File: src/rtl/alu_seq.sv
// ---------------------------------------------------------------------------
// alu_seq
// Registered ALU with a start/busy/done handshake and a persistent C/Z/N/V
// flag register. Single-cycle ops finish one cycle after they are accepted.
// MUL is an unsigned shift-add multiplier that retires one multiplier bit
// per cycle and takes WIDTH busy cycles.
//
// Ports:
//   clk        rising-edge clock
//   rst        synchronous active-high reset; wins over start, aborts MUL
//   start      request; op/a/b are sampled when start=1 and busy=0
//   op         operation select (4 bits, see localparams below)
//   a, b       WIDTH-bit operands
//   busy       high while a MUL is iterating; start is ignored then
//   done       one-cycle pulse, result and flags updated in this cycle
//   result     registered result (low half of the product for MUL)
//   result_hi  high half of the product for MUL, 0 for every other op
//   cout       carry/borrow flag
//   zout       zero flag
//   nout       negative flag
//   vout       signed-overflow flag
// ---------------------------------------------------------------------------
module alu_seq #(
    parameter int WIDTH = 8
) (
    input  logic             clk,
    input  logic             rst,
    input  logic             start,
    input  logic [3:0]       op,
    input  logic [WIDTH-1:0] a,
    input  logic [WIDTH-1:0] b,
    output logic             busy,
    output logic             done,
    output logic [WIDTH-1:0] result,
    output logic [WIDTH-1:0] result_hi,
    output logic             cout,
    output logic             zout,
    output logic             nout,
    output logic             vout
);

    localparam logic [3:0] OP_ZERO = 4'b0000;
    localparam logic [3:0] OP_NOR  = 4'b0001;
    localparam logic [3:0] OP_PASS = 4'b0010;
    localparam logic [3:0] OP_SHR  = 4'b0011;
    localparam logic [3:0] OP_SHL  = 4'b0100;
    localparam logic [3:0] OP_ADD  = 4'b0101;
    localparam logic [3:0] OP_SUB  = 4'b0110;
    localparam logic [3:0] OP_ADC  = 4'b0111;
    localparam logic [3:0] OP_SBB  = 4'b1000;
    localparam logic [3:0] OP_MUL  = 4'b1001;
    localparam logic [3:0] OP_ASR  = 4'b1010;

    localparam logic [0:0] S_IDLE = 1'b0;
    localparam logic [0:0] S_MUL  = 1'b1;

    localparam int CW = $clog2(WIDTH);
    localparam logic [CW-1:0] LAST_ITER = CW'(WIDTH - 1);

    logic [0:0]       state;
    logic [CW-1:0]    iter;
    logic [WIDTH:0]   acc;
    logic [WIDTH-1:0] mplier;
    logic [WIDTH-1:0] mcand;

    logic             accept;
    logic             cin;
    logic [WIDTH:0]   sum_ext;
    logic [WIDTH:0]   dif_ext;
    logic [WIDTH-1:0] sc_res;
    logic             sc_c;
    logic             sc_v;

    logic [WIDTH:0]   mul_sum;
    logic [WIDTH:0]   acc_nxt;
    logic [WIDTH-1:0] mplier_nxt;

    assign busy   = (state == S_MUL);
    assign accept = start && !busy;

    // Single-cycle datapath. Arithmetic runs at WIDTH+1 bits so the top bit
    // is the carry for adds and the borrow for subtracts (a < b + cin).
    always_comb begin
        cin     = ((op == OP_ADC) || (op == OP_SBB)) ? cout : 1'b0;
        sum_ext = {1'b0, a} + {1'b0, b} + {{WIDTH{1'b0}}, cin};
        dif_ext = {1'b0, a} - {1'b0, b} - {{WIDTH{1'b0}}, cin};
        sc_res  = '0;
        sc_c    = 1'b0;
        sc_v    = 1'b0;
        case (op)
            OP_NOR:  sc_res = ~(a | b);
            OP_PASS: sc_res = a;
            OP_SHR: begin
                sc_res = {1'b0, a[WIDTH-1:1]};
                sc_c   = a[0];
            end
            OP_SHL: begin
                sc_res = {a[WIDTH-2:0], 1'b0};
                sc_c   = a[WIDTH-1];
            end
            OP_ASR: begin
                sc_res = {a[WIDTH-1], a[WIDTH-1:1]};
                sc_c   = a[0];
            end
            OP_ADD, OP_ADC: begin
                sc_res = sum_ext[WIDTH-1:0];
                sc_c   = sum_ext[WIDTH];
                sc_v   = (a[WIDTH-1] == b[WIDTH-1]) &&
                         (sum_ext[WIDTH-1] != a[WIDTH-1]);
            end
            OP_SUB, OP_SBB: begin
                sc_res = dif_ext[WIDTH-1:0];
                sc_c   = dif_ext[WIDTH];
                sc_v   = (a[WIDTH-1] != b[WIDTH-1]) &&
                         (dif_ext[WIDTH-1] != a[WIDTH-1]);
            end
            default: begin
                sc_res = '0;
                sc_c   = 1'b0;
                sc_v   = 1'b0;
            end
        endcase
    end

    // One shift-add step. {acc, mplier} is the partial product; the low
    // product bits shift into mplier as the multiplier bits are consumed.
    // acc[WIDTH] is the carry of the add and is always 0 after the shift.
    always_comb begin
        mul_sum    = acc + (mplier[0] ? {1'b0, mcand} : {(WIDTH+1){1'b0}});
        acc_nxt    = {1'b0, mul_sum[WIDTH:1]};
        mplier_nxt = {mul_sum[0], mplier[WIDTH-1:1]};
    end

    // Control FSM and output registers. Outputs only move on a done cycle
    // or reset; a start that arrives while busy is simply dropped.
    always_ff @(posedge clk) begin
        if (rst) begin
            state     <= S_IDLE;
            iter      <= '0;
            acc       <= '0;
            mplier    <= '0;
            mcand     <= '0;
            done      <= 1'b0;
            result    <= '0;
            result_hi <= '0;
            cout      <= 1'b0;
            zout      <= 1'b0;
            nout      <= 1'b0;
            vout      <= 1'b0;
        end else begin
            done <= 1'b0;
            case (state)
                S_IDLE: begin
                    if (accept) begin
                        if (op == OP_MUL) begin
                            state  <= S_MUL;
                            iter   <= '0;
                            acc    <= '0;
                            mplier <= b;
                            mcand  <= a;
                        end else begin
                            done      <= 1'b1;
                            result    <= sc_res;
                            result_hi <= '0;
                            cout      <= sc_c;
                            zout      <= (sc_res == '0);
                            nout      <= sc_res[WIDTH-1];
                            vout      <= sc_v;
                        end
                    end
                end
                S_MUL: begin
                    acc    <= acc_nxt;
                    mplier <= mplier_nxt;
                    iter   <= iter + 1'b1;
                    if (iter == LAST_ITER) begin
                        state     <= S_IDLE;
                        iter      <= '0;
                        done      <= 1'b1;
                        result    <= mplier_nxt;
                        result_hi <= acc_nxt[WIDTH-1:0];
                        cout      <= (acc_nxt[WIDTH-1:0] != '0);
                        zout      <= ({acc_nxt[WIDTH-1:0], mplier_nxt} == '0);
                        nout      <= acc_nxt[WIDTH-1];
                        vout      <= 1'b0;
                    end
                end
                default: state <= S_IDLE;
            endcase
        end
    end

endmodule
File: config.mk
export PLATFORM = sky130hd
export DESIGN_NAME = alu_seq
export DESIGN_NICKNAME = d
export VERILOG_FILES = /design/src/rtl/alu_seq.sv
export SDC_FILE = /design/constraint.sdc
export NUM_CORES = 1
export LEC_CHECK = 0
export ABC_AREA = 1
export CAP_MARGIN = 10
export CORE_UTILIZATION = 48
export CTS_CLUSTER_SIZE = 16
export DETAILED_ROUTE_END_ITERATION = 16
export GPL_TIMING_DRIVEN = 0
export PLACE_DENSITY = 0.76
export SETUP_SLACK_MARGIN = 0.05
export SLEW_MARGIN = 10
export SYNTH_ARGS = -nofsm -noshare
export SYNTH_HDL_FRONTEND = slang
export SYNTH_SLANG_ARGS = --single-unit
File: constraint.sdc
create_clock -name clk -period 4.8 [get_ports clk]
set_clock_uncertainty 0.05 [all_clocks]
set_input_delay 1.2 -clock clk [delete_from_list [all_inputs] [get_ports clk]]
set_output_delay 1.2 -clock clk [all_outputs]
set_load 0.01 [all_outputs]
Word-level counts from Yosys, hierarchy flattened --
Index checks and enable logic that the tools add are counted.
Operators by class: $add $sub $neg 6, eq/ne operators 19, multiplexer cells 47, bitwise gates (word level) 3, reduce and logical (&&, ||, !) cells 14
Operators by type and width (count):
- 2-to-1 mux 8 bit | 9
- one-hot mux 8 bit (7 select lines) | 1
- one-hot mux 8 bit (2 select lines) | 3
- 2-to-1 mux 1 bit | 19
- 2-to-1 mux 9 bit | 2
- one-hot mux 9 bit (2 select lines) | 1
- == test 4 x 3 -> 1 bit (second input constant) | 4
- logical NOT 16 bit | 1
- one-hot mux 1 bit (2 select lines) | 7
- == test 4 bit (second input constant) | 3
- adder 8 x 8 -> 9 bit | 1
- adder 9 x 1 -> 9 bit | 1
- adder 9 x 8 -> 9 bit | 1
- 2-to-1 mux 3 bit | 3
- subtractor 8 x 8 -> 9 bit | 1
- subtractor 9 x 1 -> 9 bit | 1
- == test 4 x 2 -> 1 bit (second input constant) | 2
- logical NOT 8 bit | 1
- inverter 8 bit | 1
- OR 8 bit | 1
- nonzero test 8 bit | 1
- inequality test 2 bit (second input constant) | 3
- one-hot mux 3 bit (2 select lines) | 1
- AND reduction 3 bit | 2
- 13 further kinds | 19
Storage, ports and cells: register bits after elaboration 50, bits of input ports 23, output and inout bits 22

Depth between registers and ports, before layout --
Gate-level depths: netlist of run 1.
depth after elaboration 10, depth in mapped cells 21, mapped depth without buffers 21

Worst setup path after synthesis of run 1 --
OpenSTA, ideal clock, no wires.
path kind input -> register, start input op[2], end register zout, arrival time 3504 ps, path slack 1180 ps, stages 19, buffers on the path 1, cells stage by stage buf_4 -> nor2_1 -> nand2_2 -> o21ai_0 -> nand2_1 -> inv_1 -> fa_1 -> inv_1 -> ha_1 -> nor2_1 -> o21ai_0 -> nand3_1 -> nand2_1 -> nand2_1 -> nand3_1 -> nand3_1 -> nor2_1 -> nand2_1 -> a21oi_2
Between the ends: longest elaborated chain between the ends 9
Ends and longest elaborated chain:
- start, declared | RTL line 29 | input logic [3:0] op,
- == test 4 x 3 -> 1 bit or == test 4 bit (tied branches) | RTL line 84, 90
- logical OR 1 bit | RTL line 84 | cin = ((op == OP_ADC) || (op == OP_SBB)) ? cout : 1'b0;
- 2-to-1 mux 1 bit | RTL line 84
- subtractor 9 x 1 -> 9 bit or adder 9 x 1 -> 9 bit (tied branches) | RTL line 86, 85
- one-hot mux 8 bit (7 select lines) | RTL line 90 | case (op)
- logical NOT 8 bit | RTL line 166 | zout <= (sc_res == '0);
- 2-to-1 mux 1 bit | RTL line 155 | if (op == OP_MUL) begin
- 2-to-1 mux 1 bit | RTL line 154 | if (accept) begin
- one-hot mux 1 bit (2 select lines) | RTL line 152 | case (state)
- end signal, assigned | RTL line 166
- end signal, assigned | RTL line 183 | zout <= ({acc_nxt[WIDTH-1:0], mplier_nxt} == '0);
- end, declared | RTL line 37 | output logic zout,
Several ways; a longest one is shown, not always the timed one. The select of a mux whose other input is x is not followed. A chain may end at the register's enable or synchronous reset.

Worst setup path after layout of run 1 --
start input op[3], end register zout
The elaborated chain is that of the path after synthesis.

==> results of run 1 <==
[stage by stage]
stage	power, W	cell area, sq um	std cells
after floorplan	0.000608	3950	613
after global placement	0.000702	4500	758
after detailed placement	0.000707	4500	758
after CTS	0.00102	4620	766
after global routing	0.00107	4620	766
final	0.00102	4620	766
[synth_stat cells, types with 2 or more instances]
cell type    n  area [sq um]
ha_1        39           488
clkbuf_1    10          37.5
buf_4        3          22.5
nand2_1    171           642
fa_1         5           100
o211ai_1     2          15.0
inv_1       92           345
nor2_4       3          33.8
a31oi_1     11          68.8
nand4_1      5          31.3
a21oi_1     54           270
a211oi_1     2          15.0
o21ai_0     29           145
inv_2        6          22.5
nand2_2      4          25.0
xor2_1       3          26.3
nand3b_1     2          15.0
nand3_1     57           285
dfxtp_1     49           981
nor3_1       2          10.0
buf_6        3          33.8
o21ai_1      6          30.0
nor2_1      37           139
nand2_4      3          33.8
nor2_2       4          25.0
[report_power, final]
part           internal (W)  total [W]  switching [W]
sequential         0.000420   0.000428     0.00000826
clock              0.000170   0.000316       0.000146
combinational      0.000106   0.000276       0.000169
[state kept, by name, summed over array words and instances, names as in the netlist]
| signal | cells |
|---|---|
| acc | 8 |
| mcand | 8 |
| mplier | 8 |
| result | 8 |
| result_hi | 8 |
| iter | 3 |
| busy | 1 |
| cout | 1 |
| done | 1 |
| nout | 1 |
| vout | 1 |
| zout | 1 |
[cells by family after synthesis]
logic type / Yosys count / synth area share [%]
DFF: 49 / 24.9
AOI/OAI and AO/OA: 109 / 14.9
and+or+nand+nor: 292 / 32.7
adders and majority gates: 44 / 14.9
xor gates and xnor gates: 4 / 0.888
buffers and inverters: 115 / 11.8
[final timing paths]
check	start	slack [ns]	to
max	op[3]	0.54	zout
min	result_hi[0]	0.42	result_hi[0]
max reg2reg	cout	2.17	zout
min reg2reg	result_hi[0]	0.42	result_hi[0]
[area by class of cell]
type,instances,area share (%)
buffer,17,2.14
clock buffer,6,1.79
clock inverter,2,0.812
inverter,98,7.95
multi-input combinational,449,54.0
sequential,49,21.2
tap,102,2.76
timing repair buffer,43,9.31
[timing repair]
action	CTS	global route
hold endpoints to repair	0	0
setup endpoints to repair	0	2
hold buffers	0	0
gates resized for setup	0	1
[routing by layer]
layer | vias up | track usage [%] | share of wire (%)
li1 | 2062 | - | -
met1 | 1886 | 38.7 | 47
met2 | 143 | 44.2 | 45
met3 | 16 | 4.60 | 6.7
met4 | 0 | 8.33 | 1.6
met5 | - | 0 | 0
[placed cells by master (no fill, tap or decap), drive strengths merged]
master	count
xor2	3
buf	7
nor4	1
a31oi	11
nand3	57
nand2	178
nor3	3
ha	39
o21a	1
nand3b	2
a211oi	3
a21oi	55
or2	1
bufinv	1
o22ai	1
fa	5
inv	98
nor2	45
dfxtp	49
o21ai	35
o211ai	2
clkinvlp	1
o21bai	1
clkdlybuf4s50	43
xnor2	1
clkbuf	16
nand4	5
[critical path: stages]
cell,delay (ns)
clkdlybuf4s50_1,0.55
inv_2,0.10
nor2_1,0.24
nand2_2,0.16
o21ai_0,0.12
nand2_1,0.11
fa_1,0.45
fa_1,0.42
inv_1,0.07
nand2_1,0.07
nand2_1,0.09
nand2_1,0.09
a21oi_1,0.20
nand2_1,0.07
nand3_1,0.10
nand3_1,0.12
nor2_1,0.12
nand2_1,0.08
a21oi_2,0.10
==> results.md, run 1 <==
- Required @ worst endpoint: 5.00 ns
- Slew of the pin with the lowest slew margin: 0.577 ns
- IO Port Bufs: 43
- Hold_ws: 0.416 ns
- Yosys cell types: 36
- Post-synth EDFFs: 0
- GRT overflow: 0
- Vias in the first global route: 3994
- Syn Nets: 680
- R2r worst-path depth: 14
- Clk buf depth: 2
- Post-synthesis sequential area ratio: 24.9%
- Post-synth ARST share: 0%
- Storage cell area: 981 sq um
- Area Growth Syn to Fin: 17.2%
- Place WS: 0.0940 ns
- Setup ws final: 0.538 ns
- Fmax: 235 MHz
- Largest net degree at the start of global routing: 16
- Nets@finish: 730
- Period utilization: 88.8%
- Max-slew headroom: 61.5%
- DRC: 0
- Maximum level of the CTS H-tree: 2
- CTS Sinks: 49
- RePlAce Congestion: 0.929
- #FFs+latches synth: 49
- WP data arrival: 4.46 ns
- Static Leak: 2.33 nW
- Fillers: 781
- RSZ-0062 raised after global routing: false
- Crit. End Element: flip-flop
- Syn avg cell area: 6.44 sq um
- Main flop type after synthesis: dfxtp_1
- Drt first pass iters: 5
- Die area: 8590 sq um
- Dpl hpwl: 8.76 mm
- N_diodes: 0
- Syn. warnings: 0
- Drt first-iter violations: 282
- First-pass GRT wire length: 19.0 mm
- Worst hold path class: reg2reg
- Initial Utilization: 50.3%
- Root buffer cell: clkbuf_8
- Antenna Nets Post-Route: 0
- Fin crit period: 4.26 ns
- Routed len/inst: 14.6 um
- DR vias/cell: 5.36
- Clock Pin Slew Worst Setup and Hold Paths: 0.09 ns
- Sum Neg Setup Slack: 0 ns
- Multi-input logic area: 2500 sq um
- Final Core Density: 58.9%
- Share of cells above drive strength 1: 6.02%
- Core area: 7850 sq um
- Hold Path Stages: 2
- Die Y-Extent: 92.7 um
- Vias: 4107
- Row count: 32
- Max cap viols: 0
- Cell Area, Synth: 3950 sq um
- Final max-slew violation count: 0
- Initial antenna violation count: 0
- Crit Path Max Fanout: 6
- WS Path Type: in2reg
- Status: completed
- GR Util All Layers: 27.9%
- Later-pin clock latency in the skew report: 0.31 ns
- Chip width: 92.7 um
- Hold Vio Cnt, Final: 0
- CTS tree: yes
- Setup violations, final: 0
- Cts bufs inserted: 5
- Startpoint types: input pin
- Ports: 45
- Pwr Density: 220 nW/um^2
- Peak supply drop: 174 uV
- Cells after synthesis: 613
- Postcts setup bufs: 0
- Final WL: 11.2 mm
(Power assumes the default switching activity.)
==> inputs of run 2 (changes only) <==
- REMOVE_ABC_BUFFERS: unset -> 1
- SKIP_LAST_GASP: unset -> 1
==> run 2 against run 1 <==
Compared with the run above: count of clock-buffer cells in the layout down 1; setup slack worse by 0.16 ns; maximum frequency down 3.5%; via count down 3.0%; critical path type unchanged; highest routed layer unchanged.
==> results.md, run 2 (same netlist as run 1, synthesis figures left out) <==
- Reg2reg end: cout
- Vias in the first global route: 3698
- Fin crit period: 4.42 ns
- Area Growth Syn to Fin: 14.2%
- Hold Vio Cnt, Final: 0
- Int Pwr: 0.000625 W
- Drt first-iter violations: 217
- Period utilization: 92.0%
- IO Port Bufs: 44
- Clk buf depth: 2
- Fmax: 226 MHz
- Largest net degree at the start of global routing: 30
- Core area: 7850 sq um
- Comb pwr share: 28.1%
- Setup violations, final: 0
- WP data arrival: 4.51 ns
- DRC: 0
- CTS tree: yes
- Later-pin clock latency in the skew report: 0.30 ns
- Share of cells above drive strength 1: 5.25%
- Chip width: 92.7 um
- RePlAce Congestion: 0.940
- Clock Power Share: 26.3%
- Hold_ws: 0.421 ns
- R2r worst-path depth: 9
- Ports: 45
- Required @ worst endpoint: 4.89 ns
- Drt first pass iters: 5
- Clock Pin Slew Worst Setup and Hold Paths: 0.09 ns
- Startpoint types: input pin
- Initial Utilization: 50.3%
- First-pass GRT wire length: 17.2 mm
- Worst hold path class: reg2reg
- Pwr Density: 209 nW/um^2
- Max-slew headroom: 23.3%
- Root buffer cell: clkbuf_8
- Die Y-Extent: 92.7 um
- Vias: 3985
- N_diodes: 0
- Dpl hpwl: 7.95 mm
- GRT overflow: 0
- GR Util All Layers: 25.3%
- Psw: 0.000317 W
- Hold Path Origin: vout
- Static Leak: 2.28 nW
- Antenna Nets Post-Route: 0
- Crit. End Element: flip-flop
- Most frequent cells in the layout: nand2_1, inv_1, nand3_1, a21oi_1, dfxtp_1
- Reg-to-reg startpoint: busy
- WS Path Type: in2reg
- Postcts setup bufs: 0
- Final WL: 10.3 mm
- Post-CTS sizing: 0
- Sw frac: 33.6%
- Maximum level of the CTS H-tree: 2
- Row count: 32
- FF-to-FF setup slack: 1.99 ns
- Crit Path Max Fanout: 6
- Slew of the pin with the lowest slew margin: 1.15 ns
- DR vias/cell: 5.31
- Routed len/inst: 13.8 um
- WHS Endpoint: vout
- RSZ-0062 raised after global routing: false
- CTS Sinks: 49
- Post-CTS Hold Buffers: 0
- Die area: 8590 sq um
- Final max-slew violation count: 0
- Initial antenna violation count: 0
- Status: completed
- Cts bufs inserted: 5
- Most common cell after layout, fill and taps aside: nand2_1
- Nets@finish: 714
- Place WS: 0.0810 ns
- Max cap viols: 0
- Sum Neg Setup Slack: 0 ns
- Peak supply drop: 139 uV
- Setup ws final: 0.382 ns
- Reg power frac: 45.6%
- Hold Path Stages: 2
-- run 2: cell count changes in the layout (fill, tap and decap cells not counted), sizes merged --
| cell | previous run | this run |
|---|---|---|
| clkdlybuf4s50 | 43 | 44 |
| clkinv | 0 | 1 |
| bufinv | 1 | 0 |
| buf | 7 | 0 |
| inv | 98 | 99 |
| clkbuf | 16 | 5 |
-- run 2: critical path, cell delays in order --
cell,delay [ns]
clkdlybuf4s50_1,0.56
inv_2,0.11
nor2_1,0.25
nand2_2,0.14
o21ai_0,0.11
nand2_1,0.11
inv_1,0.08
fa_1,0.47
inv_1,0.08
ha_1,0.13
nor2_1,0.04
o21ai_0,0.42
nand3_1,0.17
nand2_1,0.11
nand2_1,0.09
nand2_1,0.07
nand2_1,0.05
nand3_1,0.08
nand2_1,0.09
nand2_1,0.08
a21oi_1,0.06
-- run 2: worst max-delay path by stage --
stage	from	endpoint	slack [ns]	depth (start not counted)
finish	op[3]	vout	0.38	21
floorplan	op[3]	zout	1.29	19
global route	op[3]	vout	0.08	21
detailed placement	op[3]	vout	0.08	21
global placement	op[3]	vout	0.20	21
CTS	op[3]	vout	0.41	21
-- run 2: area by class of cell --
class	count	area, sq um
clock buffer	5	68.8
clock inverter	3	21.3
fill	816	3340
inverter	98	368
multi-input combinational	449	2500
sequential	49	981
tap	102	128
timing repair buffer	44	440
-- run 2: stage by stage --
| step | cell area (sq um) | instances | utilization, % | total power (W) |
|---|---|---|---|---|
| 6_report | 4510 | 750 | 57.4 | 0.000942 |
| 5_1_grt | 4510 | 750 | 57.4 | 0.00100 |
| 4_1_cts | 4510 | 750 | 57.4 | 0.000946 |
| 3_5_place_dp | 4420 | 742 | 56.3 | 0.000700 |
| 3_3_place_gp | 4420 | 742 | 56.3 | 0.000695 |
| 2_1_floorplan | 3850 | 596 | - | 0.000599 |
-- run 2: per-layer routing --
layer,global-route usage [%],share of wire [%],up-vias
li1,-,-,2034
met1,36.5,49,1802
met2,39.6,43,133
met3,2.96,6.1,16
met4,7.18,2.2,0
met5,0,0,-
-- run 2: power by group through the flow --
stage                     sequential (W)  clock [W]  combinational, W
after floorplan                 0.000441          0          0.000158
after global placement          0.000438          0          0.000258
after detailed placement        0.000438          0          0.000262
after CTS                       0.000429   0.000254          0.000263
after global routing            0.000431   0.000271          0.000299
final                           0.000429   0.000248          0.000264
==> inputs of run 3 (changes only) <==
- REMOVE_ABC_BUFFERS: 1 -> unset
==> results of run 3 <==
Final layout, timing and power as in run 1 (identical DEF).
